<file path="config.mk">
export PLATFORM = sky130hd
export DESIGN_NAME = barrel_shifter32_flat
export DESIGN_NICKNAME = d
export VERILOG_FILES = /design/src/rtl/barrel_shifter32_if.sv /design/src/rtl/barrel_shifter32.sv /design/src/flat_wrapper.sv
export SDC_FILE = /design/constraint.sdc
export NUM_CORES = 1
export LEC_CHECK = 0
export CAP_MARGIN = 25
export CORE_MARGIN = 2
export CORE_UTILIZATION = 61
export CTS_CLUSTER_DIAMETER = 80
export DETAILED_ROUTE_END_ITERATION = 16
export PLACE_DENSITY = 0.93
export SLEW_MARGIN = 20
export SYNTH_ARGS = -nofsm -noshare
export SYNTH_HDL_FRONTEND = slang
export SYNTH_SLANG_ARGS = --single-unit
</file>
<file path="constraint.sdc">
create_clock -name clk -period 1 [get_ports clk]
set_clock_uncertainty 0.2 [all_clocks]
set_input_delay 0.25 -clock clk [delete_from_list [all_inputs] [get_ports clk]]
set_output_delay 0.25 -clock clk [all_outputs]
set_load 0.005 [all_outputs]
</file>
<file path="src/rtl/barrel_shifter32_if.sv">
// Operand, amount, mode and registered result of the 32-bit shift unit,
// grouped so the datapath can hand the shifter a single bundle.
interface barrel_shifter32_if;
  logic [31:0] a;
  logic [4:0]  b;
  logic [1:0]  aluc;
  logic [31:0] c;

  modport master (output a, output b, output aluc, input c);
  modport slave  (input a, input b, input aluc, output c);
endinterface

</file>
<file path="src/rtl/barrel_shifter32.sv">
// Four-mode 32-bit logarithmic barrel shifter (SRA/SRL/SLA/SLL) with a
// registered result; one result per cycle, one cycle of latency.
module barrel_shifter32 (
  input  logic                clk,
  input  logic                rst_n,
  barrel_shifter32_if.slave   bus
);

  localparam logic [1:0] MODE_SRA = 2'b00;

  logic        shift_right;
  logic        fill;
  logic [31:0] s1, s2, s4, s8, s16;
  logic [31:0] c_d;
  logic [31:0] c_q;

  // aluc[1] low selects the right shifts; only SRA replicates the sign bit.
  always_comb begin
    shift_right = ~bus.aluc[1];
    fill        = (bus.aluc == MODE_SRA) & bus.a[31];

    s1 = bus.a;
    if (bus.b[0])
      s1 = shift_right ? {fill, bus.a[31:1]} : {bus.a[30:0], 1'b0};

    s2 = s1;
    if (bus.b[1])
      s2 = shift_right ? {{2{fill}}, s1[31:2]} : {s1[29:0], 2'b0};

    s4 = s2;
    if (bus.b[2])
      s4 = shift_right ? {{4{fill}}, s2[31:4]} : {s2[27:0], 4'b0};

    s8 = s4;
    if (bus.b[3])
      s8 = shift_right ? {{8{fill}}, s4[31:8]} : {s4[23:0], 8'b0};

    s16 = s8;
    if (bus.b[4])
      s16 = shift_right ? {{16{fill}}, s8[31:16]} : {s8[15:0], 16'b0};

    c_d = s16;
  end

  // Output register: the only state in the block.
  always_ff @(posedge clk or negedge rst_n) begin
    if (!rst_n) c_q <= 32'h0000_0000;
    else        c_q <= c_d;
  end

  assign bus.c = c_q;

endmodule

</file>
<file path="src/flat_wrapper.sv">
// flat-port wrapper written by rule: the top's interface ports become plain ports
module barrel_shifter32_flat 
  (clk, rst_n, bus_a, bus_b, bus_aluc, bus_c);
  barrel_shifter32_if bus_i ();
  input  logic clk;
  input  logic rst_n;
  input wire logic [$bits(bus_i.a)-1:0] bus_a;
  input wire logic [$bits(bus_i.b)-1:0] bus_b;
  input wire logic [$bits(bus_i.aluc)-1:0] bus_aluc;
  output wire logic [$bits(bus_i.c)-1:0] bus_c;
  assign bus_i.a = bus_a;
  assign bus_i.b = bus_b;
  assign bus_i.aluc = bus_aluc;
  assign bus_c = bus_i.c;
  barrel_shifter32 u_core (.clk(clk), .rst_n(rst_n), .bus(bus_i));
endmodule
</file>
==> metrics, run 1 <==
cell count after synthesis 681; synthesized area about 5000 µm²; Cell variety after synth 64; Detail Placement HPWL 23200 µm; chip height 94.1 µm; IO Port Bufs 72; CTS Sinks 32; flip-flop and latch count after synthesis 32; Top-Level Pins 73; Initial Utilization 63.5%; hold buffer count at cts 0; buffer count from post-CTS setup fixing 32; top post-synthesis cells by area dfrtp_1, mux2i_1, a211oi_1, a21oi_1, nor2_1; Placed Cells 1032; area leader, netlist dfrtp_1; # resized after CTS around 450; Die W 94.1 µm; clock buffer depth 2; dpl ws -1.83 ns; sequential share of the synthesized area 16.2%; Mapped Nets approximately 720; top cell type's share of synthesized area 16.2%; failing step clock tree synthesis (4_1_cts); error message [ERROR DPL-0038] Utilization greater than 100%, impossible to legalize; status stopped before the end; Synth Warn # 0; root buffer cell clkbuf_8; FFs w/ async S/R, synth between 90% and 100%; ys flop type dfrtp_1; row count 32; htree depth 2; final RePlAce weighted congestion 1.37; Post-synth EDFFs 0; Syn Area/Cell 7.28 µm²; cts bufs inserted 5
==> logic make-up after synthesis <==
kind of cell / synth area share, %
and+or+nand+nor: 19.6
AOI/OAI and AO/OA: 40.3
muxes: 16.5
DFF: 16.2
buffers and inverters: 7.50
==> per-stage QoR <==
stage | cell area (µm²) | hold slack (ns)
after detailed placement | 7580 | 0.438
after global placement | 7580 | 0.448
after floorplan | 5270 | -0.246
==> synth_stat cells, types with 3 or more instances <==
cell type and instances:
a221o_1 4, nand3_1 6, o211ai_1 8, mux2_2 10, a22oi_1 8, a31oi_1 13, buf_4 10, o31ai_1 9
or3_1 3, nand3b_1 3, o32ai_1 4, a2111o_1 4, buf_6 4, nor2_1 70, inv_1 10, and2_1 8
mux4_2 5, a21oi_1 58, o21ai_0 49, nand2b_1 11, o21bai_1 6, dfrtp_1 32, a21o_1 7, a221oi_1 8
o2bb2ai_1 5, mux2i_1 59, o221ai_1 6, nor3_1 26, nand2_1 67, a211oi_1 39, and3_1 4, o22ai_1 11
nor2b_1 8, o211a_1 3, a211o_1 8, o221a_2 4, a2bb2oi_1 3, clkbuf_1 34, a32oi_1 4, buf_2 15
==> run 2: changes to the inputs <==
CORE_UTILIZATION = 40   (was 61)
CTS_CLUSTER_DIAMETER = default   (was 80)
PLACE_DENSITY = default   (was 0.93)
PLACE_DENSITY_LB_ADDON = 0.15   (was default)
==> metrics, run 2 <==
FFs w/ async S/R, synth 100%; Detail Placement HPWL between 20000 and 25000 µm; Worst-path clk slew around 0.06 ns; Via density 6.94; nature of the critical path endpoint flop; Layout area overhead 92.4%; Register Area 801 µm²; fin worst setup slack -1.19 ns; Core Box Area 12100 µm²; Final #Nets 1046; IO Port Bufs about 70; drt pass-1 iters 5; Initial Utilization 41.1%; final slew viol count 0; maximum vdd ir drop 0.587 mV; root buffer cell clkbuf_16; Clock Power Share ~22%; flip-flop and latch count after synthesis 32; dpl ws -1.59 ns; area leader, netlist dfrtp_1; wire per inst 26.8 µm; crit-path max cell delay 0.35 ns; GRT overflow 0; Slew @ Worst Pin 0.564 ns; # DRC 0; Setup Viol. Count Final 64; final hold slack 0.135 ns; Commonest cells post-synth nor2_1, nand2_1, mux2i_1, a21oi_1, o21ai_0; Internal ~5.2 mW; gr usage total 43.9%; worst path cell trace buf_16, buf_8, buf_12, buf_12, buf_8, mux2i_4, nor2_2, a2111oi_4, buf_4, a21oi_2, o211ai_1, a22oi_1; most common cell after layout, fill and taps aside buf_4; setup TNS -40.40 ns; clock buffer depth 2; CTS Sinks 32; sw power about 3.4 mW; total number of vias 8157; max reg flops 32; chip height 115 µm; sequential share of power between 10% and 20%; Synth Warn # 0; switch share about 40%; sequential share of the synthesized area 16.2%; worst hold path type in2async; Die Area 13300 µm²; largest net degree at the start of global routing 33; P_leak 4.16 nW; Arr. time, crit path about 2.1 ns; Mapped Nets 722; first-pass GRT wire length 44700 µm; top post-synthesis cells by area dfrtp_1, mux2i_1, a211oi_1, a21oi_1, nor2_1; Final period util 219%; htree depth 2; final RePlAce weighted congestion approximately 1.0; top cell type's share of synthesized area 16.2%; Syn Area/Cell 7.28 µm²; CP startpoint kind input pin; cell count after synthesis 681; CP max-delay cell a2111oi_4; Die W 115 µm; Top-Level Pins 73; CTS tree done; worst-path fanout max 5; failing checks negative setup slack; area of the multi-input gates 5090 µm²; RSZ-0062 raised after global routing yes; Setup CP Type in2reg; Max Fclk between 400 and 500 MHz; Post-synth EDFFs 0; cts bufs inserted 5; Detailed Route Iter0 Violations 1061; antenna violations before repair 1; max cap viols 0; via count of the first global-routing pass a little under 8000; post-route ant nets 0; share of layout cells above drive strength 1 58.7%; most frequent cells in the layout buf_4, nand2_1, nor2_1, mux2i_1, buf_2; PwrDens ~900 nW/µm²; Cell variety after synth between 60 and 70; worst path required time between 0.9 and 1 ns; min cycle time layout 2.19 ns; most frequent cell after synthesis nor2_1; # fillers 751; synthesized area 4960 µm²; ys flop type dfrtp_1; row count 40; Final Hold Violating Endpoints 0; Comb power frac 60.6%; Slew HR 62.4%; status complete, but fails checks; drt total wl 31500 µm
==> run 2: cell counts after synthesis <==
No cell type changed its count.
==> run 2: layout make-up <==
cell class	count	area share, %
Timing Repair Buffer	382	33.7
Inverter	11	0.433
Clock buffer	7	1.60
Tap cell	168	2.20
Multi-Input combinational cell	573	53.3
Clock inverter	1	0.315
Sequential cell	32	8.40
Antenna cell	2	0.0525
==> run 2: cell families after synthesis <==
family	synth area share (%)
AO/OA/AOI/OAI	40.3
buffers and inverters	7.50
multiplexers	16.5
flip-flops	16.2
AND/OR/NAND/NOR	19.6
==> run 2: what timing repair did <==
action,4_1_cts,5_1_grt
gates resized for setup,397,95
endpoints found under the setup margin,64,64
hold buffers,0,0
setup buffers,28,10
gates cloned,6,0
pin swaps,65,51
==> run 2: per-layer routing <==
metal | part of all wire [%] | vias to the layer above | global-route usage, %
met3 | 12 | 256 | 8.07
li1 | - | 3280 | -
met1 | 36 | 3809 | 55.9
met5 | 0 | - | 0
met2 | 43 | 812 | 70.4
met4 | 8.1 | 0 | 23.7
==> run 2: critical path: cells and delay by family <==
family | cells | cell delay [ns]
simple gates | 1 | 0.08
mux | 1 | 0.26
compound gates | 4 | 0.72
buf+inv | 6 | 0.80
==> run 2: metrics by stage <==
| step | area (µm²) | power, mW | utilization [%] | instances |
|---|---|---|---|---|
| after floorplan | 5270 | 3.38 | - | 681 |
| after global placement | 7880 | 5.53 | 65.4 | 1128 |
| after detailed placement | 7880 | 5.57 | 65.4 | 1128 |
| after CTS | 9160 | 8.02 | 75.9 | 1169 |
| after global routing | 9530 | 8.79 | 79.0 | 1174 |
| final | 9540 | 8.60 | 79.1 | 1176 |
==> run 2: worst paths after layout <==
check	start	to	slack, ns
max	bus_b[0]	u_core.bus.c[24]	-1.19
max in group asynchronous	rst_n	u_core.bus.c[28]	0.29
min in group clk	bus_b[2]	u_core.bus.c[27]	0.47
min	rst_n	u_core.bus.c[11]	0.14
==> run 2: power groups by stage <==
stage	combinational (mW)	sequential, mW	clock [mW]
after floorplan	1.84	1.54	0
after global placement	4.02	1.52	0
after detailed placement	4.05	1.52	0
after CTS	4.63	1.49	1.90
after global routing	5.35	1.50	1.93
final	5.21	1.49	1.90
Power figures use the tool's default switching activity.
==> run 3: changes to the inputs <==
REMOVE_ABC_BUFFERS = 1   (was default)
SKIP_CTS_REPAIR_TIMING = 1   (was default)
==> metrics, run 3 (synthesized netlist as in run 2, its figures left out) <==
status complete, but fails checks; failing checks negative setup slack; gr usage total 39.4%; IO Port Bufs 72; Placed Cells approximately 1100; maximum vdd ir drop 0.585 mV; CTS Sinks 32; post-route ant nets 0; Clock Power Share 20.2%; RSZ-0062 raised after global routing yes; nature of the critical path endpoint flop; Comb power frac 62.5%; # DRC 0; cts bufs inserted 5; root buffer cell clkbuf_16; Setup Viol. Count Final 64; dpl ws -1.65 ns; # diodes 0; Slew @ Worst Pin ~0.61 ns; share of layout cells above drive strength 1 59.1%; total number of vias 8498; worst path required time between 1 and 1.5 ns; sequential share of power 17.3%; Via density 7.23; Detail Placement HPWL 21600 µm; CP startpoint kind input pin; design area 9660 µm²; Die W between 100 and 150 µm; drt total wl 35200 µm; Core Box Area 12100 µm²; max cap viols 0; sw power ~3.6 mW; max reg flops 32; Slew HR 59.2%; row count 40; PwrDens 905 nW/µm²; min cycle time layout ~2.4 ns; Initial Utilization around two fifths; P_leak 4.31 nW; Worst-path clk slew roughly 0.06 ns; most common cell after layout, fill and taps aside buf_4; worst hold path type in2async; Final Hold Violating Endpoints 0; GRT overflow 0; Final Non-Filler Cells 1175; Die Area 13300 µm²; Placed Area 7690 µm²; Detailed Route Iter0 Violations 1635; final RePlAce weighted congestion 1.01; Setup CP Type in2reg; worst-path fanout max 6; first-pass GRT wire length 39700 µm; htree depth 2; CTS tree done; largest net degree at the start of global routing 33; Layout area overhead 94.9%; via count of the first global-routing pass 6721; most frequent cells in the layout buf_4, nor2_1, nand2_1, clkbuf_2; clock buffer depth 2; antenna violations before repair 1; Top-Level Pins 73; Max Fclk 414 MHz; switch share 41.4%; Arr. time, crit path 2.44 ns; drt pass-1 iters 9; final slew viol count 0; wire per inst 30.0 µm; chip height 115 µm; fin worst setup slack -1.42 ns; Internal a little over 5 mW; Final #Nets approximately 1000; Final period util 242%
run 3: cell count changes in the layout (fill, tap and decap cells not counted), moves of 12 or more:
cell | previous run | this run
clkbuf_2 | 6 | 42
buf_4 | 265 | 249
buf_2 | 37 | 2
dlymetal6s2s_1 | 0 | 23
buf_6 | 25 | 37
dlygate4sd2_1 | 18 | 0
run 3: worst max-delay path, stage by stage:
cell and delay [ns]:
dlymetal6s2s_1 0.30, mux2i_1 0.21, a211oi_2 0.31, buf_4 0.21, a21oi_4 0.05, o21ai_1 0.48, o21ai_1 0.16, a211oi_1 0.30
buf_4 0.16
run 3: routing by layer:
| layer | track usage (%) | vias to the layer above | routed length (µm) |
|---|---|---|---|
| met5 | 0 | - | 13 |
| li1 | - | 3288 | - |
| met2 | 63.8 | 952 | 14600 |
| met3 | 6.01 | 400 | 5080 |
| met4 | 14.4 | 2 | 3840 |
| met1 | 53.3 | 3856 | 11700 |
run 3: area by class of cell:
| cell class | instances | area (µm²) |
|---|---|---|
| multi-input cells | 573 | 5050 |
| repair buffers | 383 | 3390 |
| fillers | 705 | 2400 |
| flip-flops and latches | 32 | 801 |
| well taps | 168 | 210 |
| clock buffers | 6 | 129 |
| inverters | 11 | 48.8 |
| clock inverters | 2 | 35.0 |
run 3: metrics by stage:
| step | utilization [%] | power, mW | TNS (ns) | hold slack, ns |
|---|---|---|---|---|
| 3_3_place_gp | 63.8 | 5.47 | -58.36 | 0.439 |
| 2_1_floorplan | - | 2.92 | -25.45 | -0.246 |
| 5_1_grt | 80.1 | 8.87 | -41.93 | 0.192 |
| 3_5_place_dp | 63.8 | 5.53 | -60.02 | 0.463 |
| 6_report | 80.1 | 8.75 | -40.78 | 0.161 |
| 4_1_cts | 65.1 | 7.27 | -59.30 | 0.180 |
run 3: power groups by stage:
| stage | Combinational (mW) | Clock [mW] | Sequential, mW |
|---|---|---|---|
| floorplan | 1.39 | 0 | 1.54 |
| global placement | 3.94 | 0 | 1.53 |
| detailed placement | 4.00 | 0 | 1.53 |
| CTS | 4.01 | 1.75 | 1.51 |
| global route | 5.54 | 1.81 | 1.52 |
| finish | 5.46 | 1.77 | 1.51 |
run 3: worst paths after layout:
kind,start,end,slack (ns)
worst max-delay path,bus_a[8],u_core.bus.c[27],-1.42
worst min-delay path,rst_n,u_core.bus.c[12],0.16
min in group clk,bus_aluc[1],u_core.bus.c[3],0.45
max in group asynchronous,rst_n,u_core.bus.c[24],0.25
==> RTL edit (flow settings as in run 2) <==
The localparam `MODE_SRA` goes from 2'b00 to 2'b01.
--- a/src/rtl/barrel_shifter32.sv
+++ b/src/rtl/barrel_shifter32.sv
@@ -6,7 +6,7 @@
   barrel_shifter32_if.slave   bus
 );
 
-  localparam logic [1:0] MODE_SRA = 2'b00;
+  localparam logic [1:0] MODE_SRA = 2'b01;
 
   logic        shift_right;
   logic        fill;
Behaviour: not the same (Yosys sat finds a counterexample within 4 cycles, from zero or initial values and one cycle with rst_n low).
==> RTL edit against run 2 <==
The flow still finishes with violations (setup timing). Design area increased by 2.2%. Clock power decreased by 19%. Fmax grew 7.7%. Critical endpoint is now u_core.bus.c[14]. Synthesized cell count decreased by 1.5%. Area after synthesis rose by 6.0%. Count of clock-buffer cells in the layout down 1. Critical path depth decreased by 2. Power fell by 2.0%. Die area increased by 5.8%. Sequential cell count is the same. Sequential power hardly changed. Setup slack better by 0.16 ns. Routed wire length grew 1.0%.
==> RTL edit: results (changes against run 2) <==
outcome: finished, violations left
failing checks: setup timing
buffering overhead: 34.1% (+0.40 points)
Initial DRC Count: 1007 (-5.1%)
Layout fillers: 826 (+10%)
Met3 Wirelength: 3870 um (-0.10%)
setup bufs post-CTS: 31 (+11%)
Metal-1 WL: 11500 um (+0.74%)
hold_ws: 0.141 ns (+0.00545 ns)
post-CTS sizing: 425 (+7.1%)
Inverters: 9 (-2)
placed cell count: 1101 (-2.4%)
Slew headroom: 66.3% (+4.0 points)
Multi-In Gates: 562 (-1.9%)
first-pass GRT wire length: 43900 um (-1.6%)
Fin Setup TNS: -35.76 ns (+4.64 ns)
multiplexer area fraction after synthesis: 16.7% (+0.26 points)
Setup WS post-layout: -1.03 ns (+0.157 ns)
leakage power: 4.16 nW (about the same)
Detailed Route WL: 31800 um (+1.0%)
n_diodes: 0 (-2)
Seq/total area: 8.22% (-0.18 points)
CP max-delay cell: mux4_2
Synthesized Nets: 712 (-1.4%)
CP peak stage delay: 0.46 ns (+0.11 ns)
Worst Path Max Fanout: 7 (+2)
Final setup viols: 64 (unchanged)
Synth top cells by count: nor2_1 (72), mux2i_1 (66), nand2_1 (56)
drt wl/cell: 27.4 um (+2.3%)
Worst VDD drop: 569 uV (-3.0%)
vias: 8025 (-1.6%)
GRT met1 Usage: 51.6% (-4.3 points)
number of global-route vias before repair: 7502 (-2.7%)
-- RTL edit: cell types whose count changed after synthesis, sizes merged, moves of 3 or more --
cell and delta:
a21oi -7, mux2 -3, and3 -3, nor2 +3, a32oi -3, clkbuf -7, buf +10, a31oi +4
nand2 -8, mux2i +7, o22ai +4
-- RTL edit: worst max path at each step --
stage | end | slack, ns | startpoint
2_1_floorplan | u_core.bus.c[26] | -1.02 | bus_b[0]
3_3_place_gp | u_core.bus.c[19] | -1.69 | bus_a[16]
3_5_place_dp | u_core.bus.c[13] | -1.64 | bus_a[24]
4_1_cts | u_core.bus.c[13] | -0.93 | bus_b[0]
5_1_grt | u_core.bus.c[14] | -1.06 | bus_b[0]
6_report | u_core.bus.c[14] | -1.03 | bus_b[0]
-- RTL edit: power groups by stage --
stage	logic (mW)	clock network, mW	registers [mW]
floorplan	1.95	0	1.54
global placement	4.04	0	1.52
detailed placement	4.06	0	1.52
CTS	4.62	1.54	1.49
global route	5.53	1.62	1.51
finish	5.40	1.54	1.49
